--- src/rtl/logic_engine_bridge.sv ---
`timescale 1ns/1ps
// logic_engine_bridge: turns the CPU level-request / one-cycle-ack logic port into a
//   valid/ready request channel plus a valid-only response channel toward the engine.
// Latency: req seen at edge k -> eng_req_valid after k+1; response at edge n -> ack after n+1.
// Backpressure: eng_req_valid/eng_req_addr are held until eng_req_ready or timeout; the
//   bounded timer guarantees the CPU always gets an ack, even from a dead engine.
//
// Ports:
//   clk, rst            clock, asynchronous active-high reset
//   cpu_logic_*         CPU side: req/addr in, ack pulse + data out
//   eng_req_*           engine request channel (valid/ready, latched address)
//   eng_rsp_*           engine response strobe, data and error flag
//   err_clr             clears both sticky error flags (a coincident set wins)
//   busy                high whenever the bridge is not IDLE
//   err_timeout/engine  sticky error flags
//   stat_*              optional saturating counters, present only when the
//                       LOGIC_BRIDGE_STATS_EN macro is defined
module logic_engine_bridge #(
   parameter int unsigned       ADDR_W         = 32,
   parameter int unsigned       DATA_W         = 32,
   parameter int unsigned       TIMEOUT_CYCLES = 64,
   parameter logic [DATA_W-1:0] TO_DATA        = 32'hFFFF_FFFF
) (
   input  logic              clk,
   input  logic              rst,
   input  logic              cpu_logic_req,
   input  logic [ADDR_W-1:0] cpu_logic_addr,
   output logic              cpu_logic_ack,
   output logic [DATA_W-1:0] cpu_logic_data,
   output logic              eng_req_valid,
   input  logic              eng_req_ready,
   output logic [ADDR_W-1:0] eng_req_addr,
   input  logic              eng_rsp_valid,
   input  logic [DATA_W-1:0] eng_rsp_data,
   input  logic              eng_rsp_err,
   input  logic              err_clr,
   output logic              busy,
   output logic              err_timeout,
   output logic              err_engine
`ifdef LOGIC_BRIDGE_STATS_EN
   ,
   output logic [15:0]       stat_req_count,
   output logic [15:0]       stat_timeout_count
`endif
);

   localparam int unsigned      TMR_W    = 16;
   localparam logic [TMR_W-1:0] TMR_LAST = TMR_W'(TIMEOUT_CYCLES - 1);

   typedef enum logic [2:0] {
      S_IDLE  = 3'd0,
      S_ISSUE = 3'd1,
      S_WAIT  = 3'd2,
      S_RESP  = 3'd3,
      S_DRAIN = 3'd4
   } state_t;

   state_t            state_q;
   logic [TMR_W-1:0]  timer_q;
   logic [ADDR_W-1:0] addr_q;
   logic [DATA_W-1:0] data_q;
   logic              vld_q;
   logic              ack_q;
   logic              busy_q;
   logic              err_to_q;
   logic              err_eng_q;

   logic              hs;
   logic              tmr_exp;
   logic              rsp_take;
   logic              to_fire;
   logic              eng_set;
   logic              start_issue;

   assign hs          = vld_q & eng_req_ready;
   // >= rather than == : a handshake on the last ISSUE cycle enters WAIT with the
   // timer already at its limit, and WAIT must then expire on its first cycle.
   assign tmr_exp     = (timer_q >= TMR_LAST);
   assign rsp_take    = (state_q == S_WAIT) & eng_rsp_valid;
   // A response on the expiry cycle takes priority over the timeout.
   assign to_fire     = ((state_q == S_ISSUE) & ~hs & tmr_exp) |
                        ((state_q == S_WAIT) & ~eng_rsp_valid & tmr_exp);
   assign eng_set     = rsp_take & eng_rsp_err;
   assign start_issue = (state_q == S_IDLE) & cpu_logic_req;

`ifdef LOGIC_BRIDGE_STATS_EN
   logic [15:0] req_cnt_q;
   logic [15:0] to_cnt_q;
`endif

   always_ff @(posedge clk or posedge rst) begin
      if (rst) begin
         state_q   <= S_IDLE;
         timer_q   <= '0;
         addr_q    <= '0;
         data_q    <= '0;
         vld_q     <= 1'b0;
         ack_q     <= 1'b0;
         busy_q    <= 1'b0;
         err_to_q  <= 1'b0;
         err_eng_q <= 1'b0;
`ifdef LOGIC_BRIDGE_STATS_EN
         req_cnt_q <= '0;
         to_cnt_q  <= '0;
`endif
      end else begin
         ack_q <= 1'b0;

         if ((state_q == S_ISSUE || state_q == S_WAIT) && !tmr_exp) begin
            timer_q <= timer_q + 16'd1;
         end

         case (state_q)
            S_IDLE: begin
               if (cpu_logic_req) begin
                  addr_q  <= cpu_logic_addr;
                  timer_q <= '0;
                  busy_q  <= 1'b1;
                  state_q <= S_ISSUE;
               end
            end
            S_ISSUE: begin
               // valid rises one cycle after ISSUE entry, so no handshake is
               // possible on the entry cycle itself.
               if (hs) begin
                  vld_q   <= 1'b0;
                  state_q <= S_WAIT;
               end else if (tmr_exp) begin
                  vld_q   <= 1'b0;
                  data_q  <= TO_DATA;
                  state_q <= S_RESP;
               end else begin
                  vld_q   <= 1'b1;
               end
            end
            S_WAIT: begin
               if (eng_rsp_valid) begin
                  data_q  <= eng_rsp_data;
                  state_q <= S_RESP;
               end else if (tmr_exp) begin
                  data_q  <= TO_DATA;
                  state_q <= S_RESP;
               end
            end
            S_RESP: begin
               ack_q   <= 1'b1;
               state_q <= S_DRAIN;
            end
            S_DRAIN: begin
               // Hold off re-issue until the CPU has released its request.
               if (!cpu_logic_req) begin
                  busy_q  <= 1'b0;
                  state_q <= S_IDLE;
               end
            end
            default: begin
               vld_q   <= 1'b0;
               busy_q  <= 1'b0;
               state_q <= S_IDLE;
            end
         endcase

         // Set beats clear when both happen in the same cycle.
         err_to_q  <= to_fire | (err_to_q & ~err_clr);
         err_eng_q <= eng_set | (err_eng_q & ~err_clr);

`ifdef LOGIC_BRIDGE_STATS_EN
         if (start_issue && req_cnt_q != 16'hFFFF) begin
            req_cnt_q <= req_cnt_q + 16'd1;
         end
         if (to_fire && to_cnt_q != 16'hFFFF) begin
            to_cnt_q <= to_cnt_q + 16'd1;
         end
`endif
      end
   end

   assign cpu_logic_ack  = ack_q;
   assign cpu_logic_data = data_q;
   assign eng_req_valid  = vld_q;
   assign eng_req_addr   = addr_q;
   assign busy           = busy_q;
   assign err_timeout    = err_to_q;
   assign err_engine     = err_eng_q;

`ifdef LOGIC_BRIDGE_STATS_EN
   assign stat_req_count     = req_cnt_q;
   assign stat_timeout_count = to_cnt_q;
`endif

endmodule

--- config.mk ---
export PLATFORM = sky130hd
export DESIGN_NAME = logic_engine_bridge
export DESIGN_NICKNAME = d
export VERILOG_FILES = /design/src/rtl/logic_engine_bridge.sv
export SDC_FILE = /design/constraint.sdc
export NUM_CORES = 1
export LEC_CHECK = 0
export ABC_CLOCK_PERIOD_IN_PS = 3650
export CORE_AREA = 2 2 94 96
export DETAILED_ROUTE_END_ITERATION = 10
export DIE_AREA = 0 0 96 98
export PLACE_DENSITY = 0.78
export SYNTH_ARGS = -nofsm -noshare
export SYNTH_HDL_FRONTEND = slang
export SYNTH_SLANG_ARGS = --single-unit
--- constraint.sdc ---
create_clock -name clk -period 3.65 [get_ports clk]
set_clock_uncertainty 0.1 [all_clocks]
set_input_delay 0.5475 -clock clk [delete_from_list [all_inputs] [get_ports clk]]
set_output_delay 0.5475 -clock clk [all_outputs]
set_load 0.01 [all_outputs]
Word level (Yosys, flattened, before mapping) --
Index checks and enable logic that the tools add are counted.
Word-level totals: flip-flop bits (word level) 88, input port bits 71, output and inout bits 69, word-level logic and storage cells 65
Cells by class: reductions and logical operators 11, add/sub/neg operators 1, muxes and demuxes 20, $lt $le $gt $ge 1, bitwise gates (word level) 16, equality and inequality tests 7
Operator list (number):
- two-way mux 32 bit | 3
- case mux 32 bit (2 select lines) | 1
- two-way mux 16 bit | 3
- adder 16 x 1 -> 16 bit, second input constant | 1
- >= comparator 16 x 6 -> 1 bit, second input constant | 1
- two-way mux 3 bit | 5
- case mux 3 bit (5 select lines) | 1
- AND 1 bit | 9
- == test 3 x 2 -> 1 bit, second input constant | 2
- != test 2 bit, second input constant | 3
- AND reduction 2 bit | 3
- two-way mux 1 bit | 5
- NOT 1 bit | 4
- OR reduction 4 bit | 1
- == test 3 x 1 -> 1 bit, second input constant | 1
- == test 3 bit, second input constant | 1
- logical NOT 3 bit | 1
- bitwise OR 1 bit | 3
- case mux 1 bit (3 select lines) | 1
- AND reduction 3 bit | 1
- OR reduction 3 bit | 1
- case mux 1 bit (2 select lines) | 1
- nonzero test 2 bit | 1
- logical AND 1 bit | 1
- other kinds (2) | 2

Depth between registers and ports, before layout --
Gate-level depths: netlist (run 1).
depth in word-level cells 6, depth in mapped cells 7

Worst setup path after synthesis (run 1) --
Ideal clock, no wire load.
kind register to register, start point reg timer_q[0], end point reg timer_q[3], period minus slack after synthesis 1.951 ns, data arrival time 1.773 ns, required time 3.473 ns, stages on the path, launching flop included 6, setup slack 1.699 ns, path through dfrtp_1 ha_1 and3_1 a221o_1 or4_1 a21oi_1
On the way: word-level cells in the longest chain between the ends 6, elaborated cells on any way between the ends 7, those cells by class 1 x add/sub; 1 x order compare; 3 x mux; 2 x reduce/logical
Ends and longest elaborated chain:
- start, declared | RTL line 59 | logic [TMR_W-1:0] timer_q;
- start signal, assigned | RTL line 110 | timer_q <= timer_q + 16'd1;
- >= comparator 16 x 6 -> 1 bit | RTL line 78 | assign tmr_exp = (timer_q >= TMR_LAST);
- logical NOT 1 bit | RTL line 109 | if ((state_q == S_ISSUE || state_q == S_WAIT) && !tmr_exp) begin
- logical AND 1 bit | RTL line 109
- two-way mux 16 bit (*) | RTL line 109
- two-way mux 16 bit | RTL line 115 | if (cpu_logic_req) begin
- two-way mux 16 bit (*) | RTL line 113 | case (state_q)
Mark *: on every way between the ends. The rest lies on a longest branch, timed or not. A chain may end at the register's enable or synchronous reset.

Worst setup path after layout (run 1) --
start point in cpu_logic_req, end point reg timer_q[5]
On the way: word-level cells in the longest chain between the ends 2
Ends and longest elaborated chain:
- start, declared | RTL line 26 | input logic cpu_logic_req,
- two-way mux 16 bit | RTL line 115
- two-way mux 16 bit | RTL line 113
Every way passes these cells.

==> impl_results.md, run 1 <==
* Status: completed
* Post-CTS resize count at 0
* Classification of the worst setup path: primary input to flop
* Port buffer count at 139
* Antenna violations before repair at 0
* Layout filler cell count at 704
* Path class of the lowest-slack min-delay path: flop to flop
* Cell type with the largest total area after synthesis: sky130_fd_sc_hd__dfrtp_1
* Total via count in the routed design at 3066
* Max_cap viols at 0
* Largest stage delay on the critical path at between 0.4 and 0.5 ns
* RR Startpoint: timer_q[0]
* Req. time, crit path at about 3.8 ns
* Aggregate global-route resource usage at 0.198
* RSZ-0062 raised after global routing: no
* Total detailed-routing wirelength at 8940 um
* R2R cell count at 5
* Pin count of the biggest net entering global routing at 48
* Layout cells sized above 1 at 0.0483
* Clock sink count at 88
* Cell variety after synth at 32
* Startpoint of the lowest-slack hold path: eng_req_addr[29]
* Overall die height at 98 um
* Clock transition at the registers of the reported paths at 0.09 ns
* Synthesized netlist net count at 448
* Critical path startpoint category: primary input
* Syn-to-layout area delta at 49.9%
* Leading post-synthesis cells by instance count: 103 x sky130_fd_sc_hd__nand2_1, 88 x sky130_fd_sc_hd__dfrtp_1, 68 x sky130_fd_sc_hd__nor2_1, 37 x sky130_fd_sc_hd__a21oi_1, 12 x sky130_fd_sc_hd__clkbuf_1
* Number of enable-type register cells in the synthesized netlist at 0
* Final cycle utilization of the critical path at 0.590
* Clock Path Buffers at 2
* Final hold slack at about 0.38 ns
* Max-slew headroom at 0.463
* Initial core utilization at 0.416
* Yosys warning count at 0
* TritonCTS clock tree: done
* Yosys top cell area share at 0.625
* Final hold vios at 0
* Diodes inserted at 0
* Post-synthesis async set-or-reset flop share at 1.00
* Avg WL per Cell at 14.3 um
* Total Nets Final at 585
* Arr. time, crit path at 2.27 ns
* Die area at 0.00941 mm^2
* Avg Inst Size Synth at between 9 and 10 um^2
* Register area share after synthesis at 0.625
* Via count of the first global-routing pass at 3119
* Cell with the largest stage delay on the worst path: sky130_fd_sc_hd__clkdlybuf4s50_1
* Clk root buf: sky130_fd_sc_hd__clkbuf_8
* Top achievable clock speed at 0.464 GHz
* Hold-critical path depth at 2
* Number of H-tree branching levels at 3
* Number of antenna-violating nets in the routed design at 0
* Peak ir drop on the vdd network at 378 uV
* Post-synthesis cell area at between 0.003 and 0.004 mm^2
* Transition at the pin with the smallest max-transition slack at 0.805 ns
* Leakage component of the power at 0.00239 uW
* Peak fanout along the critical path at 47
* Number of top-level pins at 140
* Number of vias per cell after detailed routing at 4.90
* Crit path from: cpu_logic_req
* Clock insertion delay at the later pin of the skew report at ~0.34 ns
* DR DRC count at 0
* Initial detailed-routing violation count at 173
* Final GP Congestion at 0.766
* HPWL Detailed at ~6300 um
* Buffer and inverter count on the worst path at 2
* Leading post-synthesis cells by cell area: sky130_fd_sc_hd__dfrtp_1 63%, sky130_fd_sc_hd__nand2_1 11%, sky130_fd_sc_hd__nor2_1 7.2%
* Min Clock Period, post-route at 2.15 ns
* Post-CTS Setup Repair Bufs at 0
* Count of hold-fix buffers inserted at cts at 0
* Total power density per cell area at 812 mW/mm^2
* Wire length of the first global-routing pass at 14700 um
* Setup Total Neg Slack at 0 ns
* Count of pins over their slew limit at 0
* Top-count cell post-synth: sky130_fd_sc_hd__nand2_1
* Die boundary width at 96 um
* Total gr overflow at 0
* Area of the core region at approximately 0.0085 mm^2
* Total iterations of the first detailed-routing run at 4
* FP Rows at 34
* Endpoint kind of the worst setup timing path: flop
* Worst-path cell chain: clkdlybuf4s50_1 -> nor3b_1 -> and2_1 -> buf_4 -> or2_2 -> mux2i_1
* Total setup violations reported at the end of the flow at 0
* Stages on the worst setup path at 6
* Top cell family by delay on the critical path: buffers and inverters
* Dominant synthesized flop cell: sky130_fd_sc_hd__dfrtp_1
* Number of flip-flops and latches in the synthesized netlist at 88
* Number of buffers added by the clock tree synthesis step at 9
* Gate Count Post-Synth at around 380
cell usage in the layout, fill, tap and decap left out:
cell type / count
sky130_fd_sc_hd__nor4_1: 3
sky130_fd_sc_hd__buf_4: 5
sky130_fd_sc_hd__nand4_1: 2
sky130_fd_sc_hd__o21ai_0: 4
sky130_fd_sc_hd__o31ai_1: 2
sky130_fd_sc_hd__bufinv_16: 3
sky130_fd_sc_hd__a21o_1: 2
sky130_fd_sc_hd__or4_1: 2
sky130_fd_sc_hd__clkinvlp_4: 1
sky130_fd_sc_hd__o21a_1: 2
sky130_fd_sc_hd__a311oi_1: 1
sky130_fd_sc_hd__ha_1: 1
sky130_fd_sc_hd__o32ai_1: 1
sky130_fd_sc_hd__nand3b_1: 1
sky130_fd_sc_hd__a21oi_1: 37
sky130_fd_sc_hd__nor2_1: 68
sky130_fd_sc_hd__a221o_1: 2
sky130_fd_sc_hd__nand2b_1: 3
sky130_fd_sc_hd__nor3b_1: 1
sky130_fd_sc_hd__mux2i_1: 2
sky130_fd_sc_hd__buf_12: 1
sky130_fd_sc_hd__a221oi_1: 1
sky130_fd_sc_hd__clkinv_2: 2
sky130_fd_sc_hd__and2_1: 3
sky130_fd_sc_hd__a31oi_1: 1
sky130_fd_sc_hd__and3_1: 2
sky130_fd_sc_hd__dfrtp_1: 88
sky130_fd_sc_hd__nand2_1: 103
sky130_fd_sc_hd__clkbuf_8: 11
sky130_fd_sc_hd__nor2b_1: 11
sky130_fd_sc_hd__nor3b_4: 1
sky130_fd_sc_hd__or2_2: 1
sky130_fd_sc_hd__maj3_1: 1
sky130_fd_sc_hd__nand3_1: 5
sky130_fd_sc_hd__clkdlybuf4s50_1: 139
sky130_fd_sc_hd__inv_1: 5
power by group:
group          switching, uW  total, uW  internal [uW]
Clock                    336        828            491
Sequential               247       1620           1370
Combinational            853       1840            987
layout make-up:
type                    count  area (um^2)  share of cell area
clock buffers              11          151              0.0287
clock inverters             5          103              0.0194
inverters                   6         23.8             0.00450
multi-input cells         263         1220               0.231
flip-flops and latches     88         2200               0.417
well taps                 108          135              0.0256
repair buffers            145         1450               0.274
per-layer routing:
| metal | GRT usage | up-vias | part of all wire |
|---|---|---|---|
| li1 | - | 1483 | - |
| met1 | 0.256 | 1481 | 0.42 |
| met2 | 0.324 | 81 | 0.51 |
| met3 | 0.0255 | 21 | 0.038 |
| met4 | 0.102 | 0 | 0.032 |
| met5 | 0 | - | 0 |
per-stage QoR:
stage,setup WS [ns],cells,total power (uW),utilization,cell area [um^2]
4_1_cts,1.49,626,4330,0.624,5280
3_3_place_gp,1.19,610,3420,0.594,5030
3_5_place_dp,1.05,610,3490,0.594,5030
6_report,1.50,626,4290,0.624,5280
5_1_grt,1.31,626,4560,0.624,5280
2_1_floorplan,0.724,376,2470,-,3520
path summary, 6_finish.rpt:
path / slack, ns / end
max: 1.50 / timer_q[5]
min: 0.38 / eng_req_addr[29]
max reg2reg: 1.53 / timer_q[3]
min reg2reg: 0.38 / eng_req_addr[29]
max in group asynchronous: 2.21 / timer_q[6]
min in group asynchronous: 0.56 / eng_req_addr[12]
registers in the layout (all words and copies together) (netlist names):
register / count
busy: 1
cpu_logic_ack: 1
cpu_logic_data: 32
eng_req_addr: 32
eng_req_valid: 1
err_engine: 1
err_timeout: 1
state_q: 3
timer_q: 16
kinds of logic (layout without fill, tap and decap cells):
kind of cell,Yosys count,in the layout,synth area share
adder cells (fa/ha/maj),2,2,0.00639
multiplexers,2,2,0.00568
flip-flops,88,88,0.625
AO/OA/AOI/OAI,53,53,0.0860
AND/OR/NAND/NOR,206,206,0.246
buffers and inverters,25,167,0.0309
tightest hold or removal path, stage by stage (launching register included):
cell and delay (ns):
sky130_fd_sc_hd__dfrtp_1 0.35, sky130_fd_sc_hd__nand2_1 0.05, sky130_fd_sc_hd__nand2_1 0.05
No activity file was read; power rests on OpenSTA's default activity.
==> inputs of run 2 (changes only) <==
- ABC_CLOCK_PERIOD_IN_PS: 3650 -> 2029
- clock period: 3.65 -> 2.03 ns (I/O delays scaled with it)
==> impl_results.md, run 2 (synthesis results as in run 1) <==
* Die boundary width at 96 um (unchanged)
* Via count of the first global-routing pass at 3186 (+2.1%)
* Clock transition at the registers of the reported paths at 0.10 ns (about the same)
* Final GP Congestion at 0.865 (+13%)
* Leakage component of the power at 0.00244 uW (+1.9%)
* Total setup violations reported at the end of the flow at 1 (+1)
* Worst reg2reg endpoint: timer_q[3]
* TritonCTS clock tree: done
* HPWL Detailed at 6370 um (+0.66%)
* Total iterations of the first detailed-routing run at 4 (unchanged)
* Avg WL per Cell at 14.6 um (+2.4%)
* R2R cell count at 5 (unchanged)
* Diodes inserted at 0 (unchanged)
* Final instance count without filler cells at 636 (+1.6%)
* DR DRC count at 0 (unchanged)
* Max_cap viols at 0 (unchanged)
* Critical path startpoint category: flop
* Min setup slack post-route at -0.0422 ns (-1.54 ns)
* Number of buffers added by the clock tree synthesis step at 9 (unchanged)
* Top achievable clock speed at 0.483 GHz
* Layout filler cell count at 679 (-3.6%)
* Max-slew headroom at 0.691 (+0.228)
* Count of pins over their slew limit at 0 (unchanged)
* Endpoint kind of the worst setup timing path: flop
* Path class of the lowest-slack min-delay path: primary input to async pin
* Peak fanout along the critical path at 6 (-87%)
* Arr. time, crit path at 2.25 ns (-0.02 ns)
* Port buffer count at 139 (unchanged)
* Classification of the worst setup path: flop to flop
* Pin count of the biggest net entering global routing at 89 (+85%)
* Initial detailed-routing violation count at 200 (+16%)
* Clock Path Buffers at 2 (unchanged)
* Die area at 0.00941 mm^2 (unchanged)
* RR Startpoint: timer_q[0]
* Total via count in the routed design at 3141 (+2.4%)
* Number of top-level pins at 140 (unchanged)
* Layout cells sized above 1 at 0.0777 (+0.0294)
* Min Clock Period, post-route at ~2.1 ns
* Aggregate global-route resource usage at 0.207 (+0.00902)
* Total gr overflow at 0 (unchanged)
* Total power density per cell area at 1440 mW/mm^2 (+77%)
* Transition at the pin with the smallest max-transition slack at 0.463 ns (-0.341 ns)
* Overall die height at 98 um (unchanged)
* Most frequent cells in the layout: 139 x sky130_fd_sc_hd__clkdlybuf4s50_1, 103 x sky130_fd_sc_hd__nand2_1, 88 x sky130_fd_sc_hd__dfrtp_1
* Final hold vios at 0 (unchanged)
* Antenna violations before repair at 0 (unchanged)
* Final hold slack at 0.328 ns (-0.0478 ns)
* Clock sink count at 88 (unchanged)
* Area of the core region at 0.00847 mm^2 (unchanged)
* FP Rows at 34 (unchanged)
* Wire length of the first global-routing pass at 15400 um (+4.6%)
* Total Nets Final at 595 (+1.7%)
* Clk root buf: sky130_fd_sc_hd__clkbuf_8
* Peak ir drop on the vdd network at 681 uV (+80%)
* Clock insertion delay at the later pin of the skew report at 0.34 ns (about the same)
* RSZ-0062 raised after global routing: yes
* Number of H-tree branching levels at 3 (unchanged)
* Worst R2R Setup Slack at -0.04 ns (-1.57 ns)
* Total detailed-routing wirelength at 9310 um (+4.1%)
* Syn-to-layout area delta at 53.8%
* Violations in the final reports: setup timing
* Number of vias per cell after detailed routing at 4.94 (+0.84%)
* Number of cells in the design after placement at 617 (+1.1%)
* Number of antenna-violating nets in the routed design at 0 (unchanged)
* Status: complete, but fails checks
* Initial core utilization at 0.416 (unchanged)
* Final cycle utilization of the critical path at 1.02
* Leading cell type in the layout, fill and taps excluded: sky130_fd_sc_hd__clkdlybuf4s50_1
* Req. time, crit path at 2.21 ns (-1.56 ns)
[run 2: how the worst max path moves through the flow]
stage | startpoint | endpoint | slack (ns) | depth (start not counted)
2_1_floorplan | timer_q[0] | timer_q[3] | 0.08 | 5
3_5_place_dp | timer_q[0] | timer_q[3] | 0.02 | 5
5_1_grt | timer_q[0] | timer_q[3] | -0.10 | 5
4_1_cts | timer_q[1] | timer_q[3] | 0.004 | 5
3_3_place_gp | cpu_logic_req | eng_req_addr[16] | 0.07 | 6
6_report | timer_q[0] | timer_q[3] | -0.04 | 5
[run 2: per-stage QoR]
| step | TNS, ns | power [uW] | util | setup WS [ns] | area (um^2) |
|---|---|---|---|---|---|
| 6_report | -0.0422 | 7780 | 0.640 | -0.0422 | 5420 |
| 2_1_floorplan | 0 | 4440 | - | 0.0793 | 3530 |
| 3_5_place_dp | 0 | 6420 | 0.608 | 0.0185 | 5140 |
| 3_3_place_gp | 0 | 6300 | 0.608 | 0.0672 | 5140 |
| 5_1_grt | -0.174 | 8290 | 0.640 | -0.100 | 5420 |
| 4_1_cts | 0 | 7770 | 0.634 | 0.00436 | 5370 |
[run 2: layout make-up]
class,instances,area (um^2),area share
Multi-Input combinational cell,263,1250,0.230
Timing Repair Buffer,155,1590,0.293
Inverter,6,26.3,0.00485
Tap cell,108,135,0.0249
Sequential cell,88,2200,0.407
Clock buffer,10,128,0.0236
Clock inverter,6,92.6,0.0171
[run 2: timing repair]
action	4_1_cts	5_1_grt
gates resized for setup	0	7
setup endpoints to repair	0	5
hold buffers	0	0
buffers inserted	0	3
[run 2: routing by layer]
metal,GRT usage,up-vias,routed length (um)
li1,-,1503,-
met1,0.269,1515,3840
met2,0.339,95,4800
met3,0.0370,28,382
met4,0.0879,0,293
met5,0,-,0
[run 2: worst max-delay path, cell delays in order, from the launching register on]
cell and delay, ns:
sky130_fd_sc_hd__dfrtp_1 0.42, sky130_fd_sc_hd__ha_2 0.19, sky130_fd_sc_hd__and3_4 0.18, sky130_fd_sc_hd__a221o_1 0.45
sky130_fd_sc_hd__or4_4 0.55, sky130_fd_sc_hd__a21oi_2 0.12
[run 2: report_power, final]
| part | leakage, uW | switching [uW] | internal, uW |
|---|---|---|---|
| clock network | 0.000103 | 647 | 701 |
| logic | 0.00128 | 1610 | 1940 |
| registers | 0.00106 | 419 | 2470 |
